File: config.mk
export PLATFORM = sky130hd
export DESIGN_NAME = fetch_stage
export DESIGN_NICKNAME = d
export VERILOG_FILES = /design/src/rtl/fetch_stage.sv
export SDC_FILE = /design/constraint.sdc
export NUM_CORES = 1
export LEC_CHECK = 0
export ABC_AREA = 1
export CAP_MARGIN = 20
export CORE_UTILIZATION = 39
export CTS_CLUSTER_SIZE = 12
export DETAILED_ROUTE_END_ITERATION = 6
export PLACE_DENSITY = 0.77
export SYNTH_ARGS = -nofsm -noshare
export SYNTH_HDL_FRONTEND = slang
export SYNTH_SLANG_ARGS = --single-unit
File: constraint.sdc
create_clock -name clk -period 1.3 [get_ports clk]
set_input_delay 0.26 -clock clk [delete_from_list [all_inputs] [get_ports clk]]
set_output_delay 0.26 -clock clk [all_outputs]
set_load 0.01 [all_outputs]
File: src/rtl/fetch_stage.sv
// ---------------------------------------------------------------------------
// fetch_stage
//   Instruction fetch stage. Owns the PC, looks up the instruction cache and
//   presents pc/instruction/valid to the fetch->decode pipeline register.
//   Obeys stall from the hazard unit and redirect (branch/flush) from execute.
//
//   Parameters
//     WORD_SIZE   width of PC, addresses and instruction words (`WORD_SIZE)
//     RESET_PC    PC loaded on reset
//     PC_STEP     sequential PC increment in bytes
//
//   Ports
//     clk, reset                  clock, synchronous active-high reset
//     stall                       F/D cannot accept; hold presented instruction
//     branch_taken/branch_target  redirect request and new PC
//     icache_addr/icache_req      lookup address and request
//     icache_hit/icache_data      same-cycle hit and instruction word
//     icache_fill_done            one-cycle pulse when a miss line is installed
//     pc_out/instruction_out      presented instruction to F/D
//     valid_out                   presented instruction is real
//
//   Optional build macro FETCH_PERF_CNT_EN adds the saturating 32-bit
//   counters perf_fetched (accepted instructions) and perf_miss_cycles
//   (cycles spent in MISS_WAIT).
//
//   State      | meaning
//   -----------+------------------------------------------------------------
//   FETCH      | looking up pc; presents instruction on hit
//   MISS_WAIT  | waiting for fill of miss_addr; nothing presented
// ---------------------------------------------------------------------------
`ifndef WORD_SIZE
`define WORD_SIZE 32
`endif

module fetch_stage #(
    parameter int unsigned          WORD_SIZE = `WORD_SIZE,
    parameter logic [WORD_SIZE-1:0] RESET_PC  = WORD_SIZE'(32'h1000),
    parameter int unsigned          PC_STEP   = 4
) (
    input  logic                 clk,
    input  logic                 reset,
    input  logic                 stall,
    input  logic                 branch_taken,
    input  logic [WORD_SIZE-1:0] branch_target,
    output logic [WORD_SIZE-1:0] icache_addr,
    output logic                 icache_req,
    input  logic                 icache_hit,
    input  logic [WORD_SIZE-1:0] icache_data,
    input  logic                 icache_fill_done,
    output logic [WORD_SIZE-1:0] pc_out,
    output logic [WORD_SIZE-1:0] instruction_out,
    output logic                 valid_out
`ifdef FETCH_PERF_CNT_EN
    ,
    output logic [31:0]          perf_fetched,
    output logic [31:0]          perf_miss_cycles
`endif
);

    typedef enum logic {
        ST_FETCH     = 1'b0,
        ST_MISS_WAIT = 1'b1
    } state_t;

    state_t                 state_q, state_d;
    logic [WORD_SIZE-1:0]   pc_q, pc_d;
    logic [WORD_SIZE-1:0]   miss_addr_q, miss_addr_d;
    logic                   accept;

    // Outputs are combinational from state and the same-cycle cache response.
    always_comb begin
        pc_out          = pc_q;
        instruction_out = reset ? '0 : icache_data;
        icache_req      = ~reset;
        icache_addr     = (state_q == ST_MISS_WAIT) ? miss_addr_q : pc_q;
        valid_out       = (state_q == ST_FETCH) & icache_hit & ~branch_taken & ~reset;
    end

    // F/D takes the instruction only when it is valid and not stalled; the PC
    // must never advance on any other condition.
    assign accept = valid_out & ~stall;

    always_comb begin
        state_d     = state_q;
        pc_d        = pc_q;
        miss_addr_d = miss_addr_q;
        case (state_q)
            ST_FETCH: begin
                if (branch_taken) begin
                    // A miss on the wrong path is dropped, not filled.
                    pc_d = branch_target;
                end else if (!icache_hit) begin
                    miss_addr_d = pc_q;
                    state_d     = ST_MISS_WAIT;
                end else if (!stall) begin
                    pc_d = pc_q + WORD_SIZE'(PC_STEP);
                end
            end
            ST_MISS_WAIT: begin
                // The fill cannot be aborted; a redirect only retargets pc so
                // fetch resumes on the new path once the line is installed.
                if (branch_taken) begin
                    pc_d = branch_target;
                end
                if (icache_fill_done) begin
                    state_d = ST_FETCH;
                end
            end
            default: begin
                state_d = ST_FETCH;
            end
        endcase
    end

`ifdef FETCH_PERF_CNT_EN
    logic [31:0] perf_fetched_q;
    logic [31:0] perf_miss_cycles_q;

    assign perf_fetched     = perf_fetched_q;
    assign perf_miss_cycles = perf_miss_cycles_q;
`endif

    always_ff @(posedge clk) begin
        if (reset) begin
            state_q     <= ST_FETCH;
            pc_q        <= RESET_PC;
            miss_addr_q <= '0;
`ifdef FETCH_PERF_CNT_EN
            perf_fetched_q     <= '0;
            perf_miss_cycles_q <= '0;
`endif
        end else begin
            state_q     <= state_d;
            pc_q        <= pc_d;
            miss_addr_q <= miss_addr_d;
`ifdef FETCH_PERF_CNT_EN
            if (accept && (perf_fetched_q != '1)) begin
                perf_fetched_q <= perf_fetched_q + 32'd1;
            end
            if ((state_q == ST_MISS_WAIT) && (perf_miss_cycles_q != '1)) begin
                perf_miss_cycles_q <= perf_miss_cycles_q + 32'd1;
            end
`endif
        end
    end

`ifndef FETCH_PERF_CNT_EN
    logic unused_accept;
    assign unused_accept = accept;
`endif

endmodule
==> flow_summary.toml, run 1 <==
[outcome]
run_status = "finished, violations left"
violations = "negative setup slack"

[clocking]
cts_tree = "built"
clkTransAtPathRegs_ps = 90
clock_sinks = 65
cts_htree_levels = 3
insertion_delay_ps = 380
cts_buffers = 9
cts_max_path_buffers = 2
cts_hold_buf = 0
cts_root_buf = "clkbuf_8"

[critical_path]
cpLargestDelayFamily = "buffers and inverters"
r2r_end = "pc_out[31]$_SDFFE_PP0P_"
crit_required_ps = 1560
worstSetupPathType = "reg2reg"
crit_fanout = 8
startpoint_type = "flop"
crit_path_max_incr_delay_ps = 390
cp_cell_sequence = "buf_8 -> buf_6 -> nor2_4 -> buf_4 -> buf_6 -> buf_12 -> buf_12 -> buf_8 -> nand3_2 -> nand2_2 -> a21oi_2"
arrival_ps = 2210
crit_path_top_delay_cell = "dfxtp_4"
rrSetupSlack_ps = -640
r2r_cells = 11
regToRegStartpoint = "state_q$_SDFF_PP0_"
crit_buf_inv = 7
cp-end-kind = "flop"

[place]
place.gp.congestion = 0.869
placedCellCount = 1019
placed_cell_area_mm2 = 0.00646
dp_hpwl_um = 11500
portBuffers = 167

[global_route]
grt_pass1_wl_um = 29500
grtUsageTotal = 0.378
antenna_found_initial = 1
first_global_vias = 5774
grt_max_degree = 32
grt_overflow = 0

[logic_synthesis]
ys.flop_type = "dfxtp_1"
ys_top_cells_by_area = "dfxtp_1 (33%), nand2_1 (16%), nor2_1 (12%)"
ys_types = 28
synth_common_cells = "nand2_1 (166), nor2_1 (120), o21ai_0 (83)"
syn_nets = 726
synth.avg_cell_area_um2 = 5.96
yosysWarnings = 0
synth_edf_count = 0
yosys_register_bits = 65
ys_seq_area_frac = 0.334
synthArstFlopShare = 0
synth_top_area_frac = 0.334
syn_area_mm2 = 0.00390
synth_cells = 655
yosysMostFrequentCell = "nand2_1"
yosys.area.top_type = "dfxtp_1"

[floorplan]
io_pins = 168
num_rows = 36
die_area_mm2 = 0.0104
die_h_um = 102
fp.coreArea_mm2 = 0.00973
dieWidth_um = 102
start_util = 0.401

[pwr]
power.density_mw_per_mm2 = 856
p_leak_nw = 3.85
vdd_drop_max_v = 0.000412

[worst_hold_path]
hold_depth = 3
min_from = "branch_target[12]"
min_path_type = "in2reg"
whs_endpoint = "pc_out[12]$_SDFFE_PP1P_"

[layout]
fin_area_mm2 = 0.00831
nNetsFinal = 1036
final_cells = 1105
drive_gt1_frac = 0.499
area_delta_synth_final_pct = 113

[routing]
final_antenna_net_count = 0
totalWireLength_um = 25500
viasPerCell = 6.02
drtIter0Drc = 743
drc_errors = 0
route.vias.total = 6648
drt-pass1-iter-count = 6
drt-wirelength-per-cell_um = 23.1

[timing]
drv_slew = 0
slew_headroom = 0.742
whs_ps = 500
worst_slew_pin_slew_ps = 383
setup_viol = 104
rsz0062_at_grt = "yes"
hold_violations = 0
fin_ws_ps = -644
max_freq_ghz = 0.514
fin_skew_ps = 16.5
period_share = 1.50
finalCriticalPeriod_ps = 1940

[run]
drv_cap = 0
-- worst max-delay path by stage --
stage,slack (ps),endpoint,start,cells past startpoint
2_1_floorplan,-3,pc_out[22]$_SDFFE_PP0P_,pc_out[3]$_SDFFE_PP0P_,10
6_report,-640,pc_out[31]$_SDFFE_PP0P_,state_q$_SDFF_PP0_,11
3_5_place_dp,-540,miss_addr_q[9]$_SDFFE_PP0P_,branch_taken,8
4_1_cts,-370,miss_addr_q[28]$_SDFFE_PP0P_,state_q$_SDFF_PP0_,10
3_3_place_gp,-490,valid_out,branch_taken,5
5_1_grt,-670,pc_out[7]$_SDFFE_PP0P_,state_q$_SDFF_PP0_,11
-- cell families (layout without fill, tap and decap cells) --
logic type,count (synthesis),in the layout,synth area share
simple gates,324,324,0.339
flops,65,65,0.334
other cells,0,2,0
buf+inv,105,420,0.108
fa+ha+maj,1,1,0.00321
xor+xnor,5,5,0.0112
compound gates,155,155,0.206
-- repair_timing --
action	4_1_cts	5_1_grt
pin swaps	60	67
gates cloned	14	4
resized for setup	584	186
buffers inserted	38	19
endpoints found under the setup margin	161	116
-- through the flow --
| step | power [mW] | setup slack, ps | utilization | setup TNS [ps] |
|---|---|---|---|---|
| 2_1_floorplan | 3.03 | -2.80 | - | -2.80 |
| 3_3_place_gp | 4.18 | -485 | 0.664 | -43170 |
| 3_5_place_dp | 4.23 | -536 | 0.664 | -47600 |
| 4_1_cts | 6.39 | -367 | 0.775 | -27960 |
| 5_1_grt | 7.33 | -666 | 0.854 | -47560 |
| 6_report | 7.12 | -644 | 0.854 | -44690 |
-- state kept, by name, indices dropped and copies added, names as in the netlist --
name / cells
miss_addr_q: 32
pc_out: 32
state_q: 1
-- worst reg2reg max path: stages (launching register included) --
cell and delay [ps]:
dfxtp_4 390, buf_8 130, buf_6 120, nor2_4 130, buf_4 140, buf_6 100, buf_12 140, buf_12 150
buf_8 130, nand3_2 180, nand2_2 150, a21oi_2 60
-- layout make-up --
class,instances,area [um^2]
Timing Repair Buffer,334,3300
Multi-Input combinational cell,485,2980
Fill cell,490,1420
Sequential cell,65,1380
Inverter,69,283
Tap cell,133,166
Clock buffer,14,164
Clock inverter,2,35.0
Timing Repair inverter,1,7.51
Antenna cell,2,5.00
-- cell usage in the layout (no fill, tap or decap), types with 9 or more instances in the layout --
cell / count
nand2_2: 36
nand2_1: 117
buf_12: 22
clkdlybuf4s50_1: 65
nor2_4: 18
nor2_1: 94
nand3_1: 13
a21oi_1: 27
buf_4: 86
dfxtp_2: 17
buf_6: 52
inv_1: 62
buf_16: 10
clkbuf_8: 9
a21oi_2: 27
nor2_2: 16
buf_2: 78
nand2_4: 15
dfxtp_1: 33
o21ai_2: 27
o21ai_1: 9
dfxtp_4: 15
o21ai_0: 43
-- power breakdown --
| group | switching, mW | internal [mW] | total (mW) |
|---|---|---|---|
| combinational | 1.45 | 1.41 | 2.86 |
| clock | 0.902 | 1.00 | 1.91 |
| sequential | 0.190 | 2.15 | 2.34 |
-- metal layers --
layer | track usage | part of all wire | vias to the layer above
met2 | 0.643 | 0.43 | 660
met1 | 0.443 | 0.33 | 3013
met5 | 0 | 0.0027 | -
met3 | 0.0657 | 0.14 | 260
li1 | - | - | 2713
met4 | 0.231 | 0.099 | 2
No activity file was read; power rests on OpenSTA's default activity.
==> inputs of run 2 (changes only) <==
--- a/config.mk
+++ b/config.mk
@@ -7,10 +7,10 @@
 export LEC_CHECK = 0
 export ABC_AREA = 1
 export CAP_MARGIN = 20
-export CORE_UTILIZATION = 39
+export CORE_UTILIZATION = 30
 export CTS_CLUSTER_SIZE = 12
 export DETAILED_ROUTE_END_ITERATION = 6
-export PLACE_DENSITY = 0.77
+export PLACE_DENSITY = 0.61
 export SYNTH_ARGS = -nofsm -noshare
 export SYNTH_HDL_FRONTEND = slang
 export SYNTH_SLANG_ARGS = --single-unit
==> run 2 against run 1 <==
  * Critical path type is now reg2out
  * The flow still finishes with violations (negative setup slack)
  * Fmax grew 15%
  * Sequential cell count unchanged
  * Die area is 29% higher
  * Total power increased by 3.9%
  * Via count is 14% lower
  * Largest cell class unchanged
  * First-iteration DRC count shrank 53%
==> flow_summary.toml, run 2 (synthesized netlist as in run 1, its figures left out) <==
[outcome]
run_status = "finished, violations left"
violations = "negative setup slack"

[timing]
drv_slew = 0
slew_headroom = 0.642
rsz0062_at_grt = "yes"
setup_viol = 96
tns_ps = -29590
period_share = 1.30
worst_slew_pin_slew_ps = 537
fin_ws_ps = -384
finalCriticalPeriod_ps = 1680
max_freq_ghz = 0.594
hold_violations = 0
fin_skew_ps = 7.42

[clocking]
cts_hold_buf = 0
cts_tree = "built"
cts_root_buf = "clkbuf_16"
clkTransAtPathRegs_ps = 60
cts_htree_levels = 3
insertion_delay_ps = 340
cts_max_path_buffers = 2
cts_buffers = 9
clock_sinks = 65

[floorplan]
num_rows = 41
die_h_um = 116
die_area_mm2 = 0.0135
io_pins = 168
fp.coreArea_mm2 = 0.0127
start_util = 0.308
dieWidth_um = 116

[layout]
multiInputGateArea_mm2 = 0.00290
diodes = 0
final_common_cell = "nand2_1"
drive_gt1_frac = 0.462
final_cell_mix = "nand2_1 (140), nor2_1 (90), buf_4 (84), buf_2 (72), clkdlybuf4s50_1 (66)"
seq_area_mm2 = 0.00137
area_delta_synth_final_pct = 108
nFillCells = 1079
nNetsFinal = 1012

[critical_path]
crit_required_ps = 1040
r2r_end = "miss_addr_q[21]$_SDFFE_PP0P_"
crit_buf_inv = 5
arrival_ps = 1420
crit_path_max_incr_delay_ps = 340
cpLargestDelayFamily = "buffers and inverters"
crit_path_top_delay_cell = "dfxtp_2"
worstSetupPathType = "reg2out"
rrSetupSlack_ps = -380
cp.depth = 7
cp-endpoint = "valid_out"
regToRegStartpoint = "state_q$_SDFF_PP0_"
setup.worst_path.start = "state_q$_SDFF_PP0_"
r2r_cells = 11
crit_fanout = 6
cp_cell_sequence = "buf_12 -> buf_6 -> nor2_4 -> inv_2 -> buf_4 -> nor2_4 -> buf_6"
cp-end-kind = "primary output"
startpoint_type = "flop"

[pwr]
vdd_drop_max_v = 0.000747
total_power_mw = 7.40
power.density_mw_per_mm2 = 912
p_leak_nw = 3.68

[routing]
drtIter0Drc = 347
route.vias.total = 5692
drt-pass1-iter-count = 5
final_antenna_net_count = 0
drt-wirelength-per-cell_um = 16.9
totalWireLength_um = 18900
drc_errors = 0
viasPerCell = 5.09

[global_route]
first_global_vias = 5610
grt_pass1_wl_um = 28700
grt_max_degree = 40
antenna_found_initial = 0
grtUsageTotal = 0.283
grt_overflow = 0

[place]
place.gp.congestion = 0.885
dp_hpwl_um = 11700
portBuffers = 167

[worst_hold_path]
min_path_type = "in2reg"

[run]
drv_cap = 0
==> run 2: worst min path at each step <==
stage                           startpoint                     endpoint  slack (ps)  depth (start not counted)
2_1_floorplan             branch_target[0]       pc_out[0]$_SDFFE_PP0P_         390                          2
3_3_place_gp   miss_addr_q[9]$_SDFFE_PP0P_  miss_addr_q[9]$_SDFFE_PP0P_         440                          2
3_5_place_dp   miss_addr_q[5]$_SDFFE_PP0P_  miss_addr_q[5]$_SDFFE_PP0P_         490                          2
4_1_cts                              reset       pc_out[7]$_SDFFE_PP0P_         390                          3
5_1_grt                              reset       pc_out[7]$_SDFFE_PP0P_         420                          3
6_report                             reset       pc_out[7]$_SDFFE_PP0P_         400                          3
==> run 2: layout make-up <==
cell class | instances | share of cell area
Clock buffer | 14 | 0.0338
Multi-Input combinational cell | 485 | 0.357
Inverter | 69 | 0.0359
Clock inverter | 2 | 0.00432
Tap cell | 172 | 0.0265
Sequential cell | 65 | 0.168
Timing Repair Buffer | 311 | 0.374
==> run 2: tightest hold or removal path, stage by stage <==
cell and delay [ps]:
buf_2 130, buf_4 260, a21oi_2 40
==> run 2: stage by stage <==
step / instance area (um^2) / utilization / setup slack (ps) / hold WS [ps] / cells
2_1_floorplan: 3930 / - / -2.80 / 395 / 655
3_3_place_gp: 6520 / 0.514 / -533 / 444 / 1059
3_5_place_dp: 6520 / 0.514 / -494 / 490 / 1059
4_1_cts: 7750 / 0.612 / -361 / 388 / 1117
5_1_grt: 8110 / 0.640 / -426 / 420 / 1118
6_report: 8110 / 0.640 / -384 / 398 / 1118
==> run 2: timing repair <==
item / in CTS / in global routing
setup buffers: 26 / 5
resized for setup: 578 / 131
cloned: 16 / 1
pin swaps: 55 / 37
endpoints found under the setup margin: 160 / 114
==> run 2: power by group <==
part	internal [mW]	leakage (nW)	switching, mW	total (mW)
clock	1.64	0.153	0.893	2.53
sequential	2.16	0.548	0.158	2.31
combinational	1.33	2.98	1.22	2.55
==> run 2: per-layer routing <==
layer | track usage | wire [um]
met1 | 0.317 | 7040
met2 | 0.516 | 9690
met3 | 0.0612 | 1450
met4 | 0.114 | 687
met5 | 0 | 0
